File: src/rtl/sseg_scan_decoder.sv
// Passive monitor for a multiplexed seven-segment bus: rebuilds hex digits and decimal points per anode slot into frames.
// Define SSEG_ACTIVE_LOW_EN to invert synchronised segment/dp bits for boards with active-low segments.
module sseg_scan_decoder #(
  parameter int unsigned DIGITS        = 8,
  parameter int unsigned STABLE_CYCLES = 4
) (
  input  logic                  clk,
  input  logic                  rst_n,
  input  logic [DIGITS-1:0]     an_i,
  input  logic [7:0]            sseg_i,
  output logic [4*DIGITS-1:0]   value_o,
  output logic [DIGITS-1:0]     dp_out_o,
  output logic                  frame_valid_o,
  output logic                  err_o,
  output logic [2:0]            err_digit_o
);

  localparam int unsigned BUS_W = DIGITS + 8;
  localparam int unsigned CNT_W = 8;
  localparam int unsigned IDX_W = 3;

  typedef enum logic [1:0] {ST_IDLE, ST_TRACK, ST_HELD} state_e;

  state_e                state_q, state_d;
  logic [BUS_W-1:0]      sync1_q, sync2_q, prev_q;
  logic [CNT_W-1:0]      cnt_q, cnt_d, run_c;
  logic [4*DIGITS-1:0]   shadow_q, shadow_d, value_q, value_d;
  logic [DIGITS-1:0]     sdp_q, sdp_d, dp_q, dp_d, seen_q, seen_d;
  logic                  fv_q, fv_d, err_q, err_d;
  logic [IDX_W-1:0]      err_digit_q, err_digit_d;

  logic [DIGITS-1:0]     an_s;
  logic [7:0]            seg_s;
  logic                  changed_c, sel_c, commit_c, frame_done_c, legal_c;
  logic [3:0]            zero_cnt_c, hex_c;
  logic [IDX_W-1:0]      slot_c;

  assign an_s = sync2_q[8 +: DIGITS];
`ifdef SSEG_ACTIVE_LOW_EN
  assign seg_s = ~sync2_q[7:0];
`else
  assign seg_s = sync2_q[7:0];
`endif
  assign changed_c    = (sync2_q != prev_q);
  assign frame_done_c = &seen_q;

  // Returns {legal, hex} for a segment pattern a..g (a at bit 6).
  function automatic logic [4:0] decode7(input logic [6:0] s);
    case (s)
      7'b1111110: decode7 = {1'b1, 4'h0};
      7'b0110000: decode7 = {1'b1, 4'h1};
      7'b1101101: decode7 = {1'b1, 4'h2};
      7'b1111001: decode7 = {1'b1, 4'h3};
      7'b0110011: decode7 = {1'b1, 4'h4};
      7'b1011011: decode7 = {1'b1, 4'h5};
      7'b1011111: decode7 = {1'b1, 4'h6};
      7'b1110000: decode7 = {1'b1, 4'h7};
      7'b1111111: decode7 = {1'b1, 4'h8};
      7'b1111011: decode7 = {1'b1, 4'h9};
      7'b1110111: decode7 = {1'b1, 4'hA};
      7'b0011111: decode7 = {1'b1, 4'hB};
      7'b1001110: decode7 = {1'b1, 4'hC};
      7'b0111101: decode7 = {1'b1, 4'hD};
      7'b1001111: decode7 = {1'b1, 4'hE};
      7'b1000111: decode7 = {1'b1, 4'hF};
      default:    decode7 = 5'b0_0000;
    endcase
  endfunction

  assign {legal_c, hex_c} = decode7(seg_s[6:0]);

  // A slot is selected only when exactly one anode is pulled low.
  always_comb begin
    zero_cnt_c = '0;
    slot_c     = '0;
    for (int i = 0; i < int'(DIGITS); i++) begin
      if (!an_s[i]) begin
        zero_cnt_c = zero_cnt_c + 4'd1;
        slot_c     = IDX_W'(i);
      end
    end
  end

  assign sel_c = (zero_cnt_c == 4'd1);

  // Dwell tracking: run_c is how many consecutive cycles the current bus value has been seen.
  always_comb begin
    state_d  = state_q;
    cnt_d    = cnt_q;
    commit_c = 1'b0;
    run_c    = (changed_c || state_q == ST_IDLE) ? CNT_W'(1) : cnt_q + CNT_W'(1);
    if (!sel_c) begin
      state_d = ST_IDLE;
      cnt_d   = '0;
    end else if (state_q == ST_HELD && !changed_c) begin
      state_d = ST_HELD;
    end else if (run_c == CNT_W'(STABLE_CYCLES)) begin
      commit_c = 1'b1;
      state_d  = ST_HELD;
      cnt_d    = run_c;
    end else begin
      state_d = ST_TRACK;
      cnt_d   = run_c;
    end
  end

  // Frame assembly; a commit coinciding with the seen clear keeps only its own bit.
  always_comb begin
    shadow_d    = shadow_q;
    sdp_d       = sdp_q;
    seen_d      = frame_done_c ? '0 : seen_q;
    value_d     = value_q;
    dp_d        = dp_q;
    fv_d        = 1'b0;
    err_d       = 1'b0;
    err_digit_d = err_digit_q;
    if (frame_done_c) begin
      value_d = shadow_q;
      dp_d    = sdp_q;
      fv_d    = 1'b1;
    end
    if (commit_c) begin
      if (!legal_c) begin
        err_d       = 1'b1;
        err_digit_d = slot_c;
      end
      for (int i = 0; i < int'(DIGITS); i++) begin
        if (slot_c == IDX_W'(i)) begin
          seen_d[i] = legal_c;
          if (legal_c) begin
            shadow_d[4*i +: 4] = hex_c;
            sdp_d[i]           = seg_s[7];
          end
        end
      end
    end
  end

  always_ff @(posedge clk or negedge rst_n) begin
    if (!rst_n) begin
      sync1_q     <= '0;
      sync2_q     <= '0;
      prev_q      <= '0;
      state_q     <= ST_IDLE;
      cnt_q       <= '0;
      shadow_q    <= '0;
      sdp_q       <= '0;
      seen_q      <= '0;
      value_q     <= '0;
      dp_q        <= '0;
      fv_q        <= 1'b0;
      err_q       <= 1'b0;
      err_digit_q <= '0;
    end else begin
      sync1_q     <= {an_i, sseg_i};
      sync2_q     <= sync1_q;
      prev_q      <= sync2_q;
      state_q     <= state_d;
      cnt_q       <= cnt_d;
      shadow_q    <= shadow_d;
      sdp_q       <= sdp_d;
      seen_q      <= seen_d;
      value_q     <= value_d;
      dp_q        <= dp_d;
      fv_q        <= fv_d;
      err_q       <= err_d;
      err_digit_q <= err_digit_d;
    end
  end

  assign value_o       = value_q;
  assign dp_out_o      = dp_q;
  assign frame_valid_o = fv_q;
  assign err_o         = err_q;
  assign err_digit_o   = err_digit_q;

endmodule

File: config.mk
export PLATFORM = sky130hd
export DESIGN_NAME = sseg_scan_decoder
export DESIGN_NICKNAME = d
export VERILOG_FILES = /design/src/rtl/sseg_scan_decoder.sv
export SDC_FILE = /design/constraint.sdc
export NUM_CORES = 1
export LEC_CHECK = 0
export BUFFER_PORTS_ARGS = -buffer_cell sky130_fd_sc_hd__buf_2
export CAP_MARGIN = 30
export CORE_ASPECT_RATIO = 0.75
export CORE_MARGIN = 4
export CORE_UTILIZATION = 59
export CTS_CLUSTER_SIZE = 12
export DETAILED_ROUTE_END_ITERATION = 12
export PLACE_DENSITY_LB_ADDON = 0.12
export SYNTH_ARGS = -nofsm -noshare
export SYNTH_HDL_FRONTEND = slang
export SYNTH_SLANG_ARGS = --single-unit
File: constraint.sdc
create_clock -name clk -period 6.35 [get_ports clk]
set_input_delay 0.3175 -clock clk [delete_from_list [all_inputs] [get_ports clk]]
set_output_delay 0.3175 -clock clk [all_outputs]
set_load 0.01 [all_outputs]
==> results by group, run 1 <==
Setup path
  • R2r endpoint: sdp_q[7]
  • Worst R2R Start: sync2_q[9]
  • Top cell by count, worst path: ha_1
  • R2r setup slk: 490 ps
  • Slowest cell on the critical path: dfrtp_1
  • Critical Path Start Type: flip-flop
  • R2R cell count: 23
  • CP peak stage delay: 420 ps
  • Critical path buffer and inverter count: 3
  • CP Max Fanout: 6
  • Critical path data arrival time: 6160 ps
  • CP required: 6650 ps
  • CP Cell Sequence: inv_1 > ha_1 > xnor2_1 > ha_1 > nor2b_1 > a31oi_1 > inv_1 > ha_1 > nand2b_1 > nand2_1 > ha_1 > nor2_1 > a31oi_1 > or2_2 > ha_1 > mux2_2 > ha_1 > nor2_1 > a41oi_1 > or2_4 > nor4bb_1 > buf_4 > mux2_1
  • Crit Path Class: flip-flop to flip-flop
  • Critical path's top delay family: adder cells
  • Crit path capture type: flip-flop

Die
  • Die H: 101.3 microns
  • Ports: 63
  • Placeable Area: 11150 sq um
  • Initial Util: 0.6146
  • Row count: 33
  • Die ar.: 13420 sq um
  • Chip Width: 132.4 microns

Finish
  • Non-Filler Instances: 870
  • Area Growth Syn to Fin: 16.87%
  • Share of layout cells above drive strength 1: 0.1986
  • Register area: 3779 sq um
  • Antenna cell count: 0
  • Filler cells: 816
  • Final nets: 743
  • Multi-input logic area: 2851 sq um

Placement
  • Placed instance count: 821
  • Hpwl dp: 9808 microns
  • Port Buf Inserts: 62
  • Placer congestion estimate: 0.8732
  • Post-place setup slack: 515.7 ps

Outcome
  • Run status: complete, no violations

Worst hold path
  • Hold/Removal Path Class: primary input to flip-flop
  • Hold wc startpoint: an_i[7]
  • Worst hold stages: 1
  • Hold worst-path end: sync1_q[15]

Timing
  • Fmax: 170.5 MHz
  • RSZ-0062 raised after global routing: no
  • Worst Clk Skew: 11.44 ps
  • Final Hold Viols: 0
  • Setup WS post-layout: 485.9 ps
  • Setup TNS: 0 ps
  • Relative slew slack: 0.3764
  • Final setup vio count: 0
  • Clock period minus worst slack: 5864 ps
  • Pin slew with the least headroom to its limit: 929.7 ps
  • Max Slew Vio Count: 0
  • Crit share post-route: 0.9235

Clocking
  • H-Tree Depth: 4
  • Clock latency on the worst-skew pair: 420 ps
  • Worst-path clk slew: 60 ps
  • Clock root buffer: clkbuf_16
  • TritonCTS Buffers: 17
  • Max Root-Sink Buffers: 2
  • CTS tree: done
  • Clock Sinks: 151

Global route
  • Pin count of the biggest net entering global routing: 75
  • Vias in the first global route: 5045
  • Grt ovf: 0
  • First-pass GRT wire length: 25160 microns
  • Antenna violations before repair: 0
  • All-Layer GR Usage: 0.2363

Synthesis
  • Synth top area cells: dfrtp_1 (55%), nand2_1 (7.4%), xnor2_1 (3.2%)
  • Most common cell in the netlist: dfrtp_1
  • Synth Area per Inst: 10.52 sq um
  • Post-Syn Nets: 677
  • Most used DFF post-synth: dfrtp_1
  • Synth Warn #: 0
  • Distinct cells, synth: 71
  • Flops & latches, synth: 151
  • Mapped Cells: 651
  • Top post-synthesis cells by count: dfrtp_1 (151), nand2_1 (135), clkbuf_1 (30), o21ai_0 (30), xnor2_1 (25)
  • Synth top area share: 0.5515
  • Largest area contributor in the netlist: dfrtp_1
  • Register area share after synthesis: 0.5515
  • Mapped Area: 6852 sq um
  • Fraction of registers with async set/reset: 1.000
  • Number of synthesized flops with an enable pin: 0

Drt
  • DR WL/cell: 16.97 microns
  • Drt first-iter violations: 347
  • ANT nets after route: 0
  • DRT Wirelength: 14760 microns
  • Total number of vias: 5046
  • Vias/cell: 5.800
  • DRC errors left: 0
  • First drt pass iteration count: 5

Pwr
  • Worst vdd ir: 0.2177 mV
  • Leakage: 3.913 nW
  • Pwr Total: 2.221 mW
  • Cell Pwr Density: 277.4 nW/um^2

Flow run
  • Max-Cap Viols: 0
## per-layer routing
metal  part of all wire  routed length (microns)  vias up  GRT usage
met1               0.46                     6860     2488     0.3255
met4              0.012                      181        0    0.07907
met2               0.48                     7046      138     0.3846
li1                   -                        -     2402          -
met3              0.046                      672       18    0.04667
met5                  0                        0        -          0
## repair_timing
item,4_1_cts,5_1_grt
resized for setup,0,1
hold endpoints to repair,77,0
endpoints found under the setup margin,0,3
setup buffers,0,0
hold buffers,16,0
## area by class of cell
type	count	area share
inverter	19	0.008906
sequential	151	0.4719
timing repair buffer	85	0.07016
multi-input combinational	443	0.3561
tap	140	0.02188
clock buffer	18	0.05359
clock inverter	14	0.01750
## per-stage QoR
step | cell area, sq um | hold slack [ps] | utilization
3_5_place_dp | 7252 | 322.9 | 0.6505
3_3_place_gp | 7224 | 317.0 | 0.6480
2_1_floorplan | 6852 | 21.91 | -
4_1_cts | 7981 | 0.7750 | 0.7159
5_1_grt | 8008 | 6.612 | 0.7183
6_report | 8008 | 14.45 | 0.7183
## how the worst max path moves through the flow
stage | cells after the start | endpoint | slack [ps] | startpoint
2_1_floorplan | 22 | shadow_q[8] | 1100 | sync2_q[8]
3_3_place_gp | 23 | shadow_q[2] | 810 | sync2_q[8]
3_5_place_dp | 23 | shadow_q[6] | 520 | sync2_q[8]
5_1_grt | 23 | shadow_q[5] | 140 | sync2_q[9]
4_1_cts | 23 | shadow_q[6] | 450 | sync2_q[9]
6_report | 23 | sdp_q[7] | 490 | sync2_q[9]
## state kept, by name, indices dropped and copies added, names as in the netlist
signal and cells:
seen_q 8, frame_valid_o 1, prev_q 16, sdp_q 8
err_digit_o 3, sync2_q 16, cnt_q 8, sync1_q 16
err_o 1, state_q 2, dp_out_o 8, shadow_q 32
value_o 32
## cells by family after synthesis
family          Yosys count  synth area share
simple gates            270            0.2002
flops                   151            0.5515
compound gates          101           0.09861
buf+inv                  57           0.03323
mux                      32           0.05533
xor+xnor                 31           0.04492
fa+ha+maj                 9           0.01625
## report_power, final
part           leakage, nW  switching (mW)  total (mW)  internal (mW)
Clock                0.263           0.415       0.964          0.549
Sequential            2.00          0.0321        1.01          0.982
Combinational         1.65           0.146       0.243         0.0966
## cell usage in the layout (no fill, tap or decap), drive strengths merged, types with 6 or more instances in the layout
master and count:
a21o 8, a21oi 19, a31oi 7, and3 6, and4 8, buf 69
clkbuf 18, dfrtp 151, dlygate4sd3 16, ha 8, inv 25, mux2 29
nand2 135, nand3 14, nand4 20, nor2 22, nor2b 11, nor3b 10
o21ai 31, o31ai 8, or3 6, xnor2 26
Note: power is estimated with default switching activity, not from simulation.
==> run 2, diff against run 1 <==
CORE_UTILIZATION = 35   (was 59)
==> results by group, run 2 (same netlist as run 1, synthesis figures left out) <==
Finish
  • Final nets: 744 (was 743)
  • Multi-input logic area: 2845 sq um (was 2851 sq um)
  • Register area: 3779 sq um (unchanged)
  • Commonest cells after routing, fill and taps aside: dfrtp_1 (151), nand2_1 (135), buf_2 (61), o21ai_0 (30), xnor2_1 (25) (unchanged)
  • Area Growth Syn to Fin: 19.03% (was 16.87%)
  • Most common cell after layout, fill and taps aside: dfrtp_1 (unchanged)
  • Final core occ: 0.4232 (was 0.7183)
  • Filler cells: 1870 (was 816)
  • Share of layout cells above drive strength 1: 0.1989 (was 0.1986)
  • Antenna cell count: 0 (unchanged)

Drt
  • Drt first-iter violations: 335 (was 347)
  • DRC errors left: 0 (unchanged)
  • DRT Wirelength: 15580 microns (was 14760 microns)
  • Total number of vias: 4933 (was 5046)
  • First drt pass iteration count: 5 (unchanged)
  • ANT nets after route: 0 (unchanged)
  • DR WL/cell: 15.87 microns (was 16.97 microns)
  • Vias/cell: 5.023 (was 5.800)

Timing
  • Fmax: 171.1 MHz (was 170.5 MHz)
  • Setup TNS: 0 ps (unchanged)
  • Final setup vio count: 0 (unchanged)
  • RSZ-0062 raised after global routing: no (unchanged)
  • Final Hold Viols: 3 (was 0)
  • Relative slew slack: 0.4098 (was 0.3764)
  • Clock period minus worst slack: 5846 ps (was 5864 ps)
  • Pin slew with the least headroom to its limit: 885.3 ps (was 929.7 ps)
  • Max Slew Vio Count: 0 (unchanged)
  • Crit share post-route: 0.9206 (was 0.9235)
  • Worst Clk Skew: 7.603 ps (was 11.44 ps)
  • Final hold slack: -8.467 ps (was 14.45 ps)

Global route
  • Pin count of the biggest net entering global routing: 99 (was 75)
  • Vias in the first global route: 4982 (was 5045)
  • Antenna violations before repair: 0 (unchanged)
  • First-pass GRT wire length: 26380 microns (was 25160 microns)
  • All-Layer GR Usage: 0.1519 (was 0.2363)
  • Grt ovf: 0 (unchanged)

Worst hold path
  • Hold/Removal Path Class: primary input to async pin (was primary input to flip-flop)

Die
  • Initial Util: 0.3556 (was 0.6146)
  • Placeable Area: 19270 sq um (was 11150 sq um)
  • Row count: 44 (was 33)
  • Ports: 63 (unchanged)
  • Chip Width: 169.6 microns (was 132.4 microns)
  • Die H: 129.2 microns (was 101.3 microns)
  • Die ar.: 21900 sq um (was 13420 sq um)

Outcome
  • Run status: finished, violations left (was complete, no violations)
  • Failing checks: hold timing

Setup path
  • CP required: 6660 ps (was 6650 ps)
  • CP Max Fanout: 12 (was 6)
  • Critical Path Start Type: flip-flop (unchanged)
  • Critical path data arrival time: 6160 ps (about the same)
  • Crit Path Class: flip-flop to flip-flop (unchanged)
  • Crit path capture type: flip-flop (unchanged)

Clocking
  • Max Root-Sink Buffers: 2 (unchanged)
  • CTS tree: done (unchanged)
  • Cts-stage hold buffer count: 16 (unchanged)
  • Post-CTS Resized: 0 (unchanged)
  • Clock latency on the worst-skew pair: 430 ps (was 420 ps)
  • H-Tree Depth: 4 (unchanged)
  • Clock Sinks: 151 (unchanged)
  • TritonCTS Buffers: 17 (unchanged)
  • Worst-path clk slew: 60 ps (about the same)
  • Clock root buffer: clkbuf_16 (unchanged)
  • Post-CTS setup buffers: 0 (unchanged)

Flow run
  • Max-Cap Viols: 0 (unchanged)

Pwr
  • Worst vdd ir: 0.1526 mV (was 0.2177 mV)
  • Cell Pwr Density: 280.3 nW/um^2 (was 277.4 nW/um^2)
  • Leakage: 3.930 nW (was 3.913 nW)

Placement
  • Placer congestion estimate: 0.7949 (was 0.8732)
  • Hpwl dp: 10760 microns (was 9808 microns)
  • Port Buf Inserts: 62 (unchanged)
run 2: cell count changes in the layout (fill, tap and decap cells not counted), sizes merged:
cell,delta
buf,+1
inv,-4
clkinvlp,-3
bufinv,+2
clkbuf,-1
clkinv,+4
run 2: cell type report:
cell class	count	area share
well taps	253	0.03882
inverters	19	0.008745
flip-flops and latches	151	0.4633
clock inverters	13	0.02133
repair buffers	86	0.06674
clock buffers	17	0.05216
multi-input cells	443	0.3489
run 2: where the power goes:
part	switching [mW]	total (mW)	internal, mW	leakage, nW
logic	0.143	0.242	0.0989	1.64
clock network	0.410	1.03	0.619	0.288
registers	0.0323	1.01	0.983	2.00
run 2: path summary, 6_finish.rpt:
check | depth (start not counted) | slack [ps] | to | from
worst max-delay path | 23 | 500 | shadow_q[12] | sync2_q[8]
worst min-delay path | 1 | -8 | value_o[16] | rst_n
worst max register to register | 23 | 500 | shadow_q[12] | sync2_q[8]
worst min register to register | 0 | 350 | sync2_q[6] | sync1_q[6]
max in group asynchronous | 2 | 5100 | sdp_q[7] | rst_n
min in group clk | 0 | 350 | sync2_q[6] | sync1_q[6]
run 2: per-layer routing:
metal / part of all wire / global-route usage
met4: 0.0089 / 0.03881
met3: 0.039 / 0.03965
met1: 0.52 / 0.2257
met5: 0 / 0
met2: 0.43 / 0.2220
run 2: metrics by stage:
stage	instances	area (sq um)	power, mW	worst slack (ps)
global route	982	8155	2.396	84.61
global placement	935	7381	1.263	733.9
detailed placement	936	7396	1.268	542.0
floorplan	651	6852	1.195	1098
finish	982	8155	2.286	504.2
CTS	982	8155	2.314	499.1
run 2: critical path, stage by stage, from the launching register on:
cell and delay [ps]:
dfrtp_1 410, inv_1 70, ha_1 340, xnor2_1 140, ha_1 310, nor2b_1 140
a31oi_1 220, inv_1 120, ha_1 350, nand2b_1 120, nand2_1 60, ha_1 260
nor2_1 170, a31oi_1 80, or2_2 340, ha_1 330, mux2_2 280, ha_1 270
nor2_1 170, a41oi_1 240, nor3_2 470, buf_4 260, nand4_1 250, mux2_2 350
